## config.mk

```make
export PLATFORM = sky130hd
export DESIGN_NAME = ppt_pulse_gen
export DESIGN_NICKNAME = d
export VERILOG_FILES = /design/src/rtl/ppt_pkg.sv /design/src/rtl/ppt_phase_cnt.sv /design/src/rtl/ppt_pulse_gen.sv
export SDC_FILE = /design/constraint.sdc
export NUM_CORES = 1
export LEC_CHECK = 0
export ABC_AREA = 1
export CORE_MARGIN = 8
export CORE_UTILIZATION = 40
export DETAILED_ROUTE_END_ITERATION = 8
export HOLD_SLACK_MARGIN = 0.03
export SLEW_MARGIN = 20
export SYNTH_ARGS = -nofsm -noshare
export SYNTH_HDL_FRONTEND = slang
export SYNTH_SLANG_ARGS = --single-unit
```

## constraint.sdc

```tcl
create_clock -name clk -period 8.2 [get_ports clk]
set_input_delay 1.23 -clock clk [delete_from_list [all_inputs] [get_ports clk]]
set_output_delay 1.23 -clock clk [all_outputs]
set_load 0.02 [all_outputs]
```

## src/rtl/ppt_pkg.sv

```systemverilog
// Shared types and constants for the PPT pulse-train engine and its register map.
package ppt_pkg;

  localparam int unsigned CNT_W_DEF = 16;

  typedef enum logic [1:0] {
    IDLE = 2'd0,
    RUN  = 2'd1,
    DONE = 2'd2
  } state_t;

  localparam logic [3:0] ADDR_PERIOD_H     = 4'h0;
  localparam logic [3:0] ADDR_PERIOD_L     = 4'h1;
  localparam logic [3:0] ADDR_WIDTH_H      = 4'h2;
  localparam logic [3:0] ADDR_WIDTH_L      = 4'h3;
  localparam logic [3:0] ADDR_COUNT_H      = 4'h4;
  localparam logic [3:0] ADDR_COUNT_L      = 4'h5;
  localparam logic [3:0] ADDR_RUN          = 4'h7;
  localparam logic [3:0] ADDR_COUNT_DONE_H = 4'h8;
  localparam logic [3:0] ADDR_COUNT_DONE_L = 4'h9;
  localparam logic [3:0] ADDR_DONE         = 4'hA;

endpackage

```

## src/rtl/ppt_phase_cnt.sv

```systemverilog
// Phase counter within one pulse period: sync clear, advance enable, wrap at terminal value.
module ppt_phase_cnt #(
  parameter int unsigned CNT_W = 16
) (
  input  logic             clk,
  input  logic             rst,
  input  logic             clr,
  input  logic             en,
  input  logic [CNT_W-1:0] term,
  output logic [CNT_W-1:0] phase,
  output logic             wrap
);

  assign wrap = (phase == term);

  always_ff @(posedge clk) begin
    if (rst) begin
      phase <= '0;
    end else if (clr) begin
      phase <= '0;
    end else if (en) begin
      phase <= wrap ? '0 : phase + 1'b1;
    end
  end

endmodule

```

## src/rtl/ppt_pulse_gen.sv

```systemverilog
// Pulse-train engine: run-edge start, shadowed PERIOD/WIDTH/COUNT, period counting and DONE status.
module ppt_pulse_gen
  import ppt_pkg::*;
#(
  parameter int unsigned CNT_W = CNT_W_DEF
) (
  input  logic             clk,
  input  logic             rst,
  input  logic             ena_i,
  input  logic             run_i,
  input  logic [CNT_W-1:0] period_i,
  input  logic [CNT_W-1:0] width_i,
  input  logic [CNT_W-1:0] count_i,
  output logic             pulse_o,
  output logic             busy_o,
  output logic             done_o,
  output logic [CNT_W-1:0] count_done_o,
  output logic             cfg_err_o
);

  state_t           state_q, state_d;
  logic             run_q;
  logic [CNT_W-1:0] period_s, width_s, count_s;
  logic [CNT_W-1:0] width_eff, phase, cnt_inc, count_done_d;
  logic             wrap, start, load;
  logic             pulse_d, busy_d, done_d, cfg_err_d;

  assign start     = run_i && !run_q && (state_q == IDLE);
  assign width_eff = (width_s > period_s) ? period_s : width_s;
  assign cnt_inc   = count_done_o + 1'b1;

  ppt_phase_cnt #(.CNT_W(CNT_W)) u_phase (
    .clk   (clk),
    .rst   (rst),
    .clr   (ena_i && start),
    .en    (ena_i && (state_q == RUN) && run_i),
    .term  (period_s - 1'b1),
    .phase (phase),
    .wrap  (wrap)
  );

  always_comb begin
    state_d      = state_q;
    load         = 1'b0;
    pulse_d      = pulse_o;
    busy_d       = busy_o;
    done_d       = done_o;
    count_done_d = count_done_o;
    cfg_err_d    = cfg_err_o;
    case (state_q)
      IDLE: begin
        pulse_d = 1'b0;
        busy_d  = 1'b0;
        if (start) begin
          load         = 1'b1;
          count_done_d = '0;
          done_d       = 1'b0;
          if (period_i == '0) begin
            cfg_err_d = 1'b1;
          end else begin
            cfg_err_d = 1'b0;
            busy_d    = 1'b1;
            state_d   = RUN;
          end
        end
      end
      RUN: begin
        if (!run_i) begin
          state_d = IDLE;
          pulse_d = 1'b0;
          busy_d  = 1'b0;
        end else begin
          pulse_d = (phase < width_eff);
          if (wrap) begin
            count_done_d = cnt_inc;
            // count_s == 0 never matches here, so continuous trains just wrap
            if ((count_s != '0) && (cnt_inc == count_s)) begin
              state_d = DONE;
              done_d  = 1'b1;
              busy_d  = 1'b0;
              pulse_d = 1'b0;
            end
          end
        end
      end
      DONE: begin
        if (!run_i) state_d = IDLE;
      end
      default: begin
        state_d = IDLE;
        pulse_d = 1'b0;
        busy_d  = 1'b0;
      end
    endcase
  end

  always_ff @(posedge clk) begin
    if (rst) begin
      state_q      <= IDLE;
      run_q        <= 1'b0;
      period_s     <= '0;
      width_s      <= '0;
      count_s      <= '0;
      pulse_o      <= 1'b0;
      busy_o       <= 1'b0;
      done_o       <= 1'b0;
      count_done_o <= '0;
      cfg_err_o    <= 1'b0;
    end else if (ena_i) begin
      state_q      <= state_d;
      run_q        <= run_i;
      pulse_o      <= pulse_d;
      busy_o       <= busy_d;
      done_o       <= done_d;
      count_done_o <= count_done_d;
      cfg_err_o    <= cfg_err_d;
      if (load) begin
        period_s <= period_i;
        width_s  <= width_i;
        count_s  <= count_i;
      end
    end
  end

endmodule

```

======== Word level (Yosys, flattened, before mapping) ========
Index checks and enable logic that the tools add are counted.
Widths: inputs -> output; s select.
word-level totals
  output and inout bits ................... 20
  bits of input ports ..................... 52
  logic and storage cells ................. 79
  bits in registers ....................... 87
cells by class
  bitwise operators ....................... 1
  reductions and logical operators ........ 19
  equal/unequal tests ..................... 12
  multiplexer cells ....................... 31
  add/sub/neg operators ................... 3
  magnitude comparators ................... 2
operators with widths
  operator               number
  $mux 16                5
  $add 16x1->16 const B  2
  $eq 16x16->1           2
  $pmux 16 s2            1
  $gt 16x16->1           1
  $logic_not 16->1       1
  $lt 16x16->1           1
  $reduce_bool 16->1     1
  $sub 16x1->16 const B  1
  $mux 1                 15
  $mux 2                 6
  $reduce_and 6->1       2
  $ne 2x2->1 const B     4
  $logic_and 1x1->1      6
  $ne 3x2->1 const B     2
  $pmux 2 s3             1
  $reduce_and 5->1       1
  $ne 2x1->1 const B     2
  $pmux 1 s2             2
  $reduce_and 2->1       2
  $reduce_and 4->1       1
  $pmux 1 s3             1
  $reduce_and 3->1       1
  $eq 2x1->1 const B     1
  other kinds (6)        6

======== Depth between registers and ports, before layout ========
Gate-level depths: netlist (run 1).
  depth in word-level cells ............... 7
  depth in mapped cells ................... 25
  depth with buffers taken out ............ 24

======== Cells and area by module ========
A second synthesis (run 1) with hierarchy kept.
unflattened totals
  cells, all modules ...................... 845
  area total of the unflattened synthesis .. 5590.4 µm²
by module, submodules not included
  module         cells an instance  area each (µm²)  seq. area each (µm²)  times used
  ppt_pulse_gen  651                4465.5           1421.4                1
  ppt_phase_cnt  194                1124.8           320.3                 1

======== Worst setup path before layout (run 1) ========
OpenSTA, ideal clock, no wires.
  kind .................................... input -> register
  start ................................... input port run_i
  end ..................................... register period_s[5]
  setup slack ............................. 5.432 ns
  arrival time ............................ 2.648 ns
  setup time .............................. 0.119 ns
  data required time ...................... 8.081 ns
  path buffers ............................ 2
  stages on the path ...................... 11
  cell sequence ........................... inv_1 > o21ai_1 > nand2_1 > a211oi_2 > inv_1 > nor2_2 > inv_2 > buf_2 > buf_2 > o21ai_0 > a21oi_1
on the way
  word-level cells in the longest chain between the ends .. 5
ends and longest elaborated chain
  element                         line                  text
  from (decl)                     ppt_pulse_gen.sv:10   input logic run_i,
  $logic_and 1x1->1 (2 in a row)  ppt_pulse_gen.sv:28   assign start = run_i && !run_q && (state_q == IDLE);
  $mux 1                          ppt_pulse_gen.sv:54   if (start) begin
  $mux 1                          ppt_pulse_gen.sv:50   case (state_q)
  $reduce_and 2->1 (no line)      n/a
  to (signal assigned)            ppt_pulse_gen.sv:118  period_s <= period_i;
  to (decl)                       ppt_pulse_gen.sv:23   logic [CNT_W-1:0] period_s, width_s, count_s;
No other way between the ends.
A chain may end at the register's enable or synchronous reset.

======== Final worst setup path (run 1) ========
  start ................................... register period_s[11]
  end ..................................... register pulse_o
on the way
  word-level cells in the longest chain between the ends .. 7
ends and longest elaborated chain
  element               line                  text
  $gt 16x16->1          ppt_pulse_gen.sv:29   assign width_eff = (width_s > period_s) ? period_s : width_s;
  $mux 16               ppt_pulse_gen.sv:29
  $lt 16x16->1          ppt_pulse_gen.sv:73   pulse_d = (phase < width_eff);
  $mux 1                ppt_pulse_gen.sv:77   if ((count_s != '0) && (cnt_inc == count_s)) begin
  $mux 1 (*)            ppt_pulse_gen.sv:74   if (wrap) begin
  $mux 1 (*)            ppt_pulse_gen.sv:68   if (!run_i) begin
  $pmux 1 s2 (*)        ppt_pulse_gen.sv:50
  to (signal assigned)  ppt_pulse_gen.sv:112  pulse_o <= pulse_d;
  to (decl)             ppt_pulse_gen.sv:14   output logic pulse_o,
Mark *: on every way between the ends. The rest lies on a longest branch, timed or not.

==> flow_summary.json, run 1 <==
{
  "clock-root-buffer": "sky130_fd_sc_hd__clkbuf_16",
  "worst_skew_pair.late_latency_ps": 350,
  "coreArea_um2": 13830,
  "syn_inst": 831,
  "cts_tree": "yes",
  "groute.layer.met3.usage_pct": 3.009,
  "hold_violations": 0,
  "finalWorstPathRequiredPeriod_ps": 3440,
  "yosys_warnings": 0,
  "placedInstanceArea_um2": 6464,
  "route.detailed.drc": 0,
  "cellLeakagePower_nw": 2.881,
  "run_status": "complete, no violations",
  "post-layout-total-power_mw": 1.618,
  "floorplan.die_area_um2": 18120,
  "post_cts.repair.setup_buffers": 0,
  "worst_slack_ps": 4760,
  "grt.busiest_layer": "met1",
  "avgViaCountPerCell": 5.039,
  "timing.critical_path.from_type": "flop",
  "detailedPlacementHpwl_um": 12180,
  "die_x_um": 134.6,
  "drt-initial-drc-count": 365,
  "vdd.ir_drop.worst_v": 0.0001266,
  "grt_remaining_overflow": 0,
  "synthesis.area_per_instance_um2": 6.772,
  "die-height_um": 134.6,
  "worst_path_required_ps": 8470,
  "finalSetupTns_ps": 0,
  "place.detailed.instances": 1060,
  "grt_pass1_wl_um": 25440,
  "core_utilization_of_the_finished_layout_pct": 48.86,
  "switching_share_pct": 40.37,
  "post_cts_hold_buffer_count": 0,
  "yosys_register_bits": 87,
  "final_nets": 977,
  "seq_power_share_pct": 32.2,
  "layout_cell_share_with_drive_strength_beyond_1_pct": 6.473,
  "largest_net_degree_at_the_start_of_global_routing": 93,
  "max-cap-violations": 0,
  "max_clock_skew_ps": 6.701,
  "standard_cell_rows": 43,
  "max_freq_mhz": 290.7,
  "vias": 5422,
  "net_count_after_synthesis": 917,
  "maximum_buffer_depth_of_the_clock_tree": 2,
  "synth_sequential_area_ratio_pct": 30.95,
  "tightestPinTransition_ps": 887.4,
  "finalHoldWorstSlack_ps": 480.6,
  "worst_hold_path_type": "flop to flop",
  "cp_data_arrival_time_ps": 3710,
  "antenna_violations_before_repair": 0,
  "grt_pass1_vias": 5000,
  "finalNonFillerCells": 1076,
  "clkSlewWorstSetupHoldPaths_ps": 70,
  "grt_util_all_layers_pct": 17.54,
  "synthFlopType": "sky130_fd_sc_hd__dfxtp_1",
  "setup_repair_after_global_routing_missed_its_margin": "false",
  "worstPathMaxFanout": 31,
  "yosysUniqueCellTypes": 43,
  "numClockSinks": 87,
  "max_slew_margin_pct": 40.69,
  "grt_util_met1_pct": 25.76,
  "pwr-share-comb_pct": 41.8,
  "post-place-ws_ps": 4450,
  "use_met2_pct": 24.76,
  "ys_async_sr_fraction_pct": 0,
  "final_cell_area_um2": 6755,
  "power_frac_clock_pct": 26.0,
  "layout_commonest_cell": "sky130_fd_sc_hd__nand2_1",
  "switchingPower_mw": 0.6531,
  "antenna_cells_inserted": 0,
  "drv_slew": 0,
  "finalSetupViolations": 0,
  "h-tree-depth": 3,
  "critPathCaptureType": "flop",
  "power_density_nw_per_um2": 239.5,
  "post_synth_instance_area_um2": 5628,
  "drt_first_pass_iters": 5,
  "wl_per_cell_um": 14.45,
  "post_cts.resized_instances": 0,
  "port_buffer_count": 71,
  "cell_internal_pwr_mw": 0.9646,
  "wl_um": 15550,
  "ios": 72,
  "initial_utilization_pct": 40.70,
  "drtAntennaViolNets": 0,
  "cts_buffers": 9,
  "finalWeightedCongestion": 0.8705,
  "synth-edff-count": 0,
  "timing.setup.critical_path_class": "flop to flop",
  "highest_count_cells_in_the_layout_ignoring_fill_and_taps": "sky130_fd_sc_hd__nand2_1, sky130_fd_sc_hd__inv_1, sky130_fd_sc_hd__dfxtp_1, sky130_fd_sc_hd__a21oi_1, sky130_fd_sc_hd__o21ai_0",
  "fillers": 1403,
  "synthToLayoutAreaGrowth_pct": 20.03,
  "finalCritPeriodShare_pct": 41.96
}
[worst paths after layout]
kind | startpoint | to | slack [ps] | depth (start not counted)
hold / removal | count_s[0] | count_s[0] | 480 | 2
hold reg to reg | count_s[0] | count_s[0] | 480 | 2
setup reg to reg | period_s[11] | pulse_o | 4760 | 16
setup / recovery | period_s[11] | pulse_o | 4760 | 16
[kinds of logic after synthesis]
family / count (synthesis) / synth area share, %
AOI/OAI and AO/OA: 184 / 17.16
xor gates and xnor gates: 27 / 4.202
adders and majority gates: 34 / 7.559
buffers and inverters: 132 / 9.249
DFF: 87 / 30.95
and+or+nand+nor: 367 / 30.88
[area by class of cell]
class,instances,area (um^2),area share [%]
tap,180,225.2,3.334
timing repair buffer,73,725.7,10.74
multi-input combinational,612,3366,49.82
clock inverter,4,45.04,0.6668
clock buffer,12,246.5,3.649
inverter,108,405.4,6.001
sequential,87,1742,25.78
[worst max-delay path, stage by stage (launching register included)]
cell	delay, ps
sky130_fd_sc_hd__dfxtp_1	450
sky130_fd_sc_hd__inv_1	100
sky130_fd_sc_hd__ha_1	330
sky130_fd_sc_hd__nand4_1	80
sky130_fd_sc_hd__nor3_1	200
sky130_fd_sc_hd__nand2_1	80
sky130_fd_sc_hd__nand2_1	80
sky130_fd_sc_hd__nand2_1	510
sky130_fd_sc_hd__o21ai_0	440
sky130_fd_sc_hd__ha_1	300
sky130_fd_sc_hd__a21oi_1	130
sky130_fd_sc_hd__nor2_1	50
sky130_fd_sc_hd__a211oi_1	180
sky130_fd_sc_hd__o221ai_1	130
sky130_fd_sc_hd__nor2_1	120
sky130_fd_sc_hd__nand2_1	60
sky130_fd_sc_hd__a21oi_1	110
[cell usage after synthesis, drive strengths merged, types with 6 or more instances]
library cell  number  area [um^2]
nor2              83        360.3
xor2              20        175.2
a21oi             86        430.4
ha                34        425.4
buf               10        62.56
nand3             58        320.3
nor3              18        138.9
xnor2              7        61.31
clkbuf            14        52.55
a211oi             6        55.05
inv              107        401.6
o21ai             84        420.4
nand2            172        675.7
dfxtp             87         1742
nor4               7        50.05
nand4             16        100.1
[flip-flops by register name, indices dropped and copies added (netlist names)]
register	count
count_done_o	16
count_s	16
period_s	16
u_phase.phase	16
width_s	16
state_q	2
busy_o	1
cfg_err_o	1
done_o	1
pulse_o	1
run_q	1
[metal layers]
metal	up-vias	share of wire (%)
met1	2415	53
met5	-	0
met2	119	41
met4	0	1.9
li1	2870	-
met3	18	4.1
[power by group through the flow]
stage	combinational [mW]	sequential [mW]	clock, mW
global placement	0.671	0.530	0
CTS	0.675	0.521	0.424
floorplan	0.481	0.534	0
global route	0.770	0.528	0.442
finish	0.676	0.522	0.420
detailed placement	0.673	0.530	0
Note: power is estimated with default switching activity, not from simulation.
==> run 2, diff against run 1 <==
clock period = 3.4 ns   (was 8.2 ns; I/O delays follow)
==> run 2 against run 1 <==
Effect of this change: worst hold slack improved by 13 ps; setup slack got worse by 4400 ps; cell count increased by 0.46%; die area unchanged; critical path depth increased by 2; sequential cell count unchanged; critical path type unchanged; critical endpoint unchanged; largest cell class unchanged.
==> flow_summary.json, run 2 (synthesis results as in run 1) <==
{
  "timing.reg2reg.worst_path_depth": 18,
  "finalCritPeriodShare_pct": 88.62,
  "layout_commonest_cell": "sky130_fd_sc_hd__nand2_1",
  "avgViaCountPerCell": 4.998,
  "wl_um": 15470,
  "finalSetupViolations": 0,
  "post_cts.resized_instances": 0,
  "cts_buffers": 9,
  "setup_repair_after_global_routing_missed_its_margin": "false",
  "timing.critical_path.from_type": "flop",
  "drt-initial-drc-count": 297,
  "die_x_um": 134.6,
  "synthToLayoutAreaGrowth_pct": 21.19,
  "h-tree-depth": 3,
  "port_buffer_count": 71,
  "grt_pass1_vias": 4986,
  "largest_net_degree_at_the_start_of_global_routing": 84,
  "reg2reg_slack_ps": 390,
  "hp-start": "width_s[6]",
  "detailedPlacementHpwl_um": 12270,
  "wl_per_cell_um": 14.31,
  "final_nets": 982,
  "max_freq_mhz": 331.9,
  "clkSlewWorstSetupHoldPaths_ps": 70,
  "critPathBufInv": 2,
  "hold_violations": 0,
  "ios": 72,
  "route.detailed.drc": 0,
  "drv_slew": 0,
  "crit_path_top_delay_cell": "sky130_fd_sc_hd__dfxtp_1",
  "maximum_buffer_depth_of_the_clock_tree": 2,
  "floorplan.die_area_um2": 18120,
  "cts_tree": "yes",
  "max_clock_skew_ps": 9.100,
  "vias": 5403,
  "coreArea_um2": 13830,
  "final_cell_area_um2": 6820,
  "antenna_cells_inserted": 0,
  "timing.critical_path.cells": "inv_1, ha_1, a21oi_1, nand2_1, a21oi_1, nand2_1, nand2_1, buf_4, nand2_1, o21ai_0, ha_1, a21oi_1, nor2_1, a211oi_1, o221ai_1, nor2_1, nand2_1, a21oi_1",
  "post_cts_hold_buffer_count": 0,
  "cp_data_arrival_time_ps": 3290,
  "tightestPinTransition_ps": 484.5,
  "standard_cell_rows": 43,
  "worst_hold_path_type": "flop to flop",
  "finalWeightedCongestion": 0.8971,
  "worstPathMaxFanout": 17,
  "rr_endpoint": "pulse_o",
  "grt_remaining_overflow": 0,
  "cellLeakagePower_nw": 2.918,
  "antenna_violations_before_repair": 0,
  "critical_path.startpoint": "period_s[11]",
  "max_slew_margin_pct": 67.40,
  "drtAntennaViolNets": 0,
  "critical_path.top_delay_family": "compound AO/OA/AOI/OAI gates",
  "critPathCaptureType": "flop",
  "r2r_start": "period_s[11]",
  "post_cts.repair.setup_buffers": 0,
  "worst_path_required_ps": 3680,
  "initial_utilization_pct": 40.70,
  "clock-root-buffer": "sky130_fd_sc_hd__clkbuf_16",
  "crit_top_cell": "sky130_fd_sc_hd__nand2_1",
  "worst-path-stages": 18,
  "die-height_um": 134.6,
  "placedInstanceArea_um2": 6526,
  "numClockSinks": 87,
  "worst_skew_pair.late_latency_ps": 340,
  "min_to": "width_s[6]",
  "finalSetupTns_ps": 0,
  "fillers": 1418,
  "finalWorstPathRequiredPeriod_ps": 3013,
  "timing.hold.worst_path_depth": 2,
  "timing.setup.critical_path_class": "flop to flop",
  "run_status": "complete, no violations",
  "grt_pass1_wl_um": 25410,
  "drt_first_pass_iters": 5,
  "layout_cell_share_with_drive_strength_beyond_1_pct": 7.214,
  "vdd.ir_drop.worst_v": 0.0002860,
  "crit_path_max_incr_delay_ps": 430,
  "power_density_nw_per_um2": 571.4,
  "max-cap-violations": 0,
  "grt_util_all_layers_pct": 17.36,
  "highest_count_cells_in_the_layout_ignoring_fill_and_taps": "sky130_fd_sc_hd__nand2_1, sky130_fd_sc_hd__inv_1, sky130_fd_sc_hd__dfxtp_1, sky130_fd_sc_hd__a21oi_1, sky130_fd_sc_hd__o21ai_0"
}
-- run 2: worst max-delay path by stage --
stage | end | slack, ps
detailed placement | pulse_o | 440
finish | pulse_o | 390
global route | pulse_o | 50
CTS | pulse_o | 410
global placement | pulse_o | 440
floorplan | pulse_o | 730
-- run 2: layer usage --
layer / part of all wire (%) / vias to the layer above / global-route usage [%]
li1: - / 2886 / -
met1: 53 / 2382 / 25.54
met2: 40 / 126 / 24.56
met3: 5.3 / 9 / 3.418
met4: 1.1 / 0 / 5.427
met5: 0 / - / 0
-- run 2: report_power, final --
part,switching [mW],internal [mW],total (mW)
sequential,0.116,1.14,1.26
combinational,1.04,0.626,1.66
clock,0.419,0.557,0.977
-- run 2: final cells by class --
cell class | count | area (um^2) | area share (%)
Clock buffer | 12 | 266.5 | 3.908
Clock inverter | 4 | 27.53 | 0.4036
Inverter | 108 | 405.4 | 5.944
Multi-Input combinational cell | 612 | 3366 | 49.35
Sequential cell | 87 | 1742 | 25.54
Tap cell | 180 | 225.2 | 3.302
Timing Repair Buffer | 78 | 788.3 | 11.56
-- run 2: through the flow --
stage	util, %	cells	hold slack [ps]	total power, mW	setup slack (ps)
floorplan	-	831	447.8	2.448	733.7
global placement	47.20	1065	477.9	2.930	440.6
detailed placement	47.20	1065	481.0	2.934	439.2
CTS	49.33	1081	493.4	3.928	405.8
global route	49.33	1081	515.2	4.211	47.31
finish	49.33	1081	493.8	3.897	386.8
-- run 2: worst reg2reg max path, stage by stage, from the launching register on --
cell and delay [ps]:
sky130_fd_sc_hd__dfxtp_1 430, sky130_fd_sc_hd__inv_1 90, sky130_fd_sc_hd__ha_1 340, sky130_fd_sc_hd__a21oi_1 140
sky130_fd_sc_hd__nand2_1 70, sky130_fd_sc_hd__a21oi_1 160, sky130_fd_sc_hd__nand2_1 90, sky130_fd_sc_hd__nand2_1 190
sky130_fd_sc_hd__buf_4 240, sky130_fd_sc_hd__nand2_1 60, sky130_fd_sc_hd__o21ai_0 80, sky130_fd_sc_hd__ha_1 270
sky130_fd_sc_hd__a21oi_1 140, sky130_fd_sc_hd__nor2_1 60, sky130_fd_sc_hd__a211oi_1 170, sky130_fd_sc_hd__o221ai_1 140
sky130_fd_sc_hd__nor2_1 120, sky130_fd_sc_hd__nand2_1 60, sky130_fd_sc_hd__a21oi_1 100
==> run 3, diff against run 2 <==
clock period = 3.37 ns   (was 3.4 ns; I/O delays follow)
==> run 3 against run 2 <==
Effect of this change: critical path type unchanged; highest routed layer unchanged; clock power up 8%; sequential power is essentially flat; largest cell class unchanged; clock skew shrank 2.8 ps.
==> flow_summary.json, run 3 (synthesis results as in run 1) <==
{
  "finalWorstPathRequiredPeriod_ps": 3024,
  "post_cts_hold_buffer_count": 0,
  "die_x_um": 134.6,
  "cellLeakagePower_nw": 2.921,
  "grt_pass1_wl_um": 25490,
  "port_buffer_count": 71,
  "worstPathMaxFanout": 17,
  "h-tree-depth": 3,
  "r2r_start": "period_s[10]",
  "grt_pass1_vias": 4997,
  "wl_per_cell_um": 14.45,
  "drv_slew": 0,
  "hold_violations": 0,
  "post-place-ws_ps": 370.0,
  "route.detailed.drc": 0,
  "worst_skew_pair.late_latency_ps": 340,
  "tightestPinTransition_ps": 547.4,
  "layout_commonest_cell": "sky130_fd_sc_hd__nand2_1",
  "layout_cell_share_with_drive_strength_beyond_1_pct": 7.103,
  "numClockSinks": 87,
  "finalSetupTns_ps": 0,
  "max_freq_mhz": 330.7,
  "power_density_nw_per_um2": 586.4,
  "vias": 5438,
  "clkSlewWorstSetupHoldPaths_ps": 60,
  "initial_utilization_pct": 40.70,
  "standard_cell_rows": 43,
  "timing.critical_path.from_type": "flop",
  "clock-root-buffer": "sky130_fd_sc_hd__clkbuf_16",
  "cts_tree": "yes",
  "worst_path_required_ps": 3650,
  "setup_repair_after_global_routing_missed_its_margin": "false",
  "worst_slack_ps": 345.9,
  "max_clock_skew_ps": 6.331,
  "final_nets": 983,
  "detailedPlacementHpwl_um": 12340,
  "finalSetupViolations": 0,
  "grt_remaining_overflow": 0,
  "drt-initial-drc-count": 392,
  "reg2reg_slack_ps": 350,
  "timing.hold.worst_path_depth": 2,
  "finalWeightedCongestion": 0.9031,
  "critPathCaptureType": "flop",
  "ios": 72,
  "critical_path.startpoint": "period_s[10]",
  "post_cts.resized_instances": 0,
  "antenna_violations_before_repair": 0,
  "largest_net_degree_at_the_start_of_global_routing": 84,
  "highest_count_cells_in_the_layout_ignoring_fill_and_taps": "sky130_fd_sc_hd__nand2_1, sky130_fd_sc_hd__inv_1, sky130_fd_sc_hd__dfxtp_1, sky130_fd_sc_hd__a21oi_1, sky130_fd_sc_hd__o21ai_0",
  "finalCritPeriodShare_pct": 89.74,
  "coreArea_um2": 13830,
  "worst_hold_path_type": "flop to flop",
  "timing.setup.critical_path_class": "flop to flop",
  "die-height_um": 134.6,
  "antenna_cells_inserted": 0,
  "max-cap-violations": 0,
  "drtAntennaViolNets": 0,
  "max_slew_margin_pct": 63.17,
  "hp-start": "count_s[0]",
  "avgViaCountPerCell": 5.031,
  "drt_first_pass_iters": 5,
  "run_status": "complete, no violations",
  "synthToLayoutAreaGrowth_pct": 21.37,
  "grt_util_all_layers_pct": 17.61,
  "maximum_buffer_depth_of_the_clock_tree": 2,
  "wl_um": 15630,
  "cts_buffers": 9,
  "min_to": "count_s[0]",
  "vdd.ir_drop.worst_v": 0.0002835,
  "floorplan.die_area_um2": 18120,
  "timing.reg2reg.worst_path_depth": 17,
  "post_cts.repair.setup_buffers": 0,
  "rr_endpoint": "pulse_o",
  "cp_data_arrival_time_ps": 3300
}
run 3: cell count changes in the layout (fill, tap and decap cells not counted), sizes merged:
| cell | change |
|---|---|
| buf | +1 |
| clkinv | -2 |
| clkbuf | +1 |
| inv | -1 |
| bufinv | +1 |
run 3: final cells by class:
| cell class | instances | area (um^2) |
|---|---|---|
| sequential | 87 | 1742 |
| fill | 1406 | 6997 |
| multi-input combinational | 612 | 3366 |
| inverter | 108 | 405.4 |
| clock buffer | 13 | 270.3 |
| timing repair buffer | 79 | 783.3 |
| tap | 180 | 225.2 |
| clock inverter | 2 | 38.79 |
run 3: metrics by stage:
step	cells	util, %	area (um^2)	power (mW)	hold slack, ps
finish	1081	49.40	6830	4.006	487.8
global route	1081	49.40	6830	4.321	512.8
CTS	1081	49.40	6830	4.027	494.0
detailed placement	1066	47.16	6521	2.962	484.5
global placement	1066	47.16	6521	2.956	480.1
floorplan	831	-	5628	2.470	447.8
run 3: power by group:
group	switching, mW	internal (mW)	total [mW]
clock network	0.425	0.634	1.06
logic	1.05	0.631	1.68
registers	0.116	1.15	1.27
total	1.59	2.42	4.01
run 3: how the worst max path moves through the flow:
| stage | endpoint | slack (ps) | cells past startpoint |
|---|---|---|---|
| after CTS | pulse_o | 350 | 17 |
| after global routing | pulse_o | 20 | 20 |
| final | pulse_o | 350 | 17 |
| after detailed placement | pulse_o | 370 | 17 |
| after global placement | pulse_o | 410 | 20 |
| after floorplan | pulse_o | 700 | 19 |
run 3: critical path: stages, from the launching register on:
cell                       delay (ps)
sky130_fd_sc_hd__dfxtp_1          420
sky130_fd_sc_hd__inv_1            110
sky130_fd_sc_hd__ha_1             300
sky130_fd_sc_hd__nand4_1           90
sky130_fd_sc_hd__nor3_1           220
sky130_fd_sc_hd__nand3_1          130
sky130_fd_sc_hd__nand2_1          220
sky130_fd_sc_hd__buf_4            250
sky130_fd_sc_hd__nand2_1           70
sky130_fd_sc_hd__o21ai_0           80
sky130_fd_sc_hd__ha_1             270
sky130_fd_sc_hd__a21oi_1          140
sky130_fd_sc_hd__nor2_1            50
sky130_fd_sc_hd__a211oi_1         180
sky130_fd_sc_hd__o221ai_1         130
sky130_fd_sc_hd__nor2_1           110
sky130_fd_sc_hd__nand2_1           60
sky130_fd_sc_hd__a21oi_1          100
run 3: routing by layer:
layer | wire [um] | GRT usage (%) | vias to the layer above
met3 | 776 | 2.935 | 14
met5 | 0 | 0 | -
met2 | 6378 | 24.40 | 122
li1 | - | - | 2883
met1 | 8257 | 26.33 | 2419
met4 | 212 | 6.363 | 0
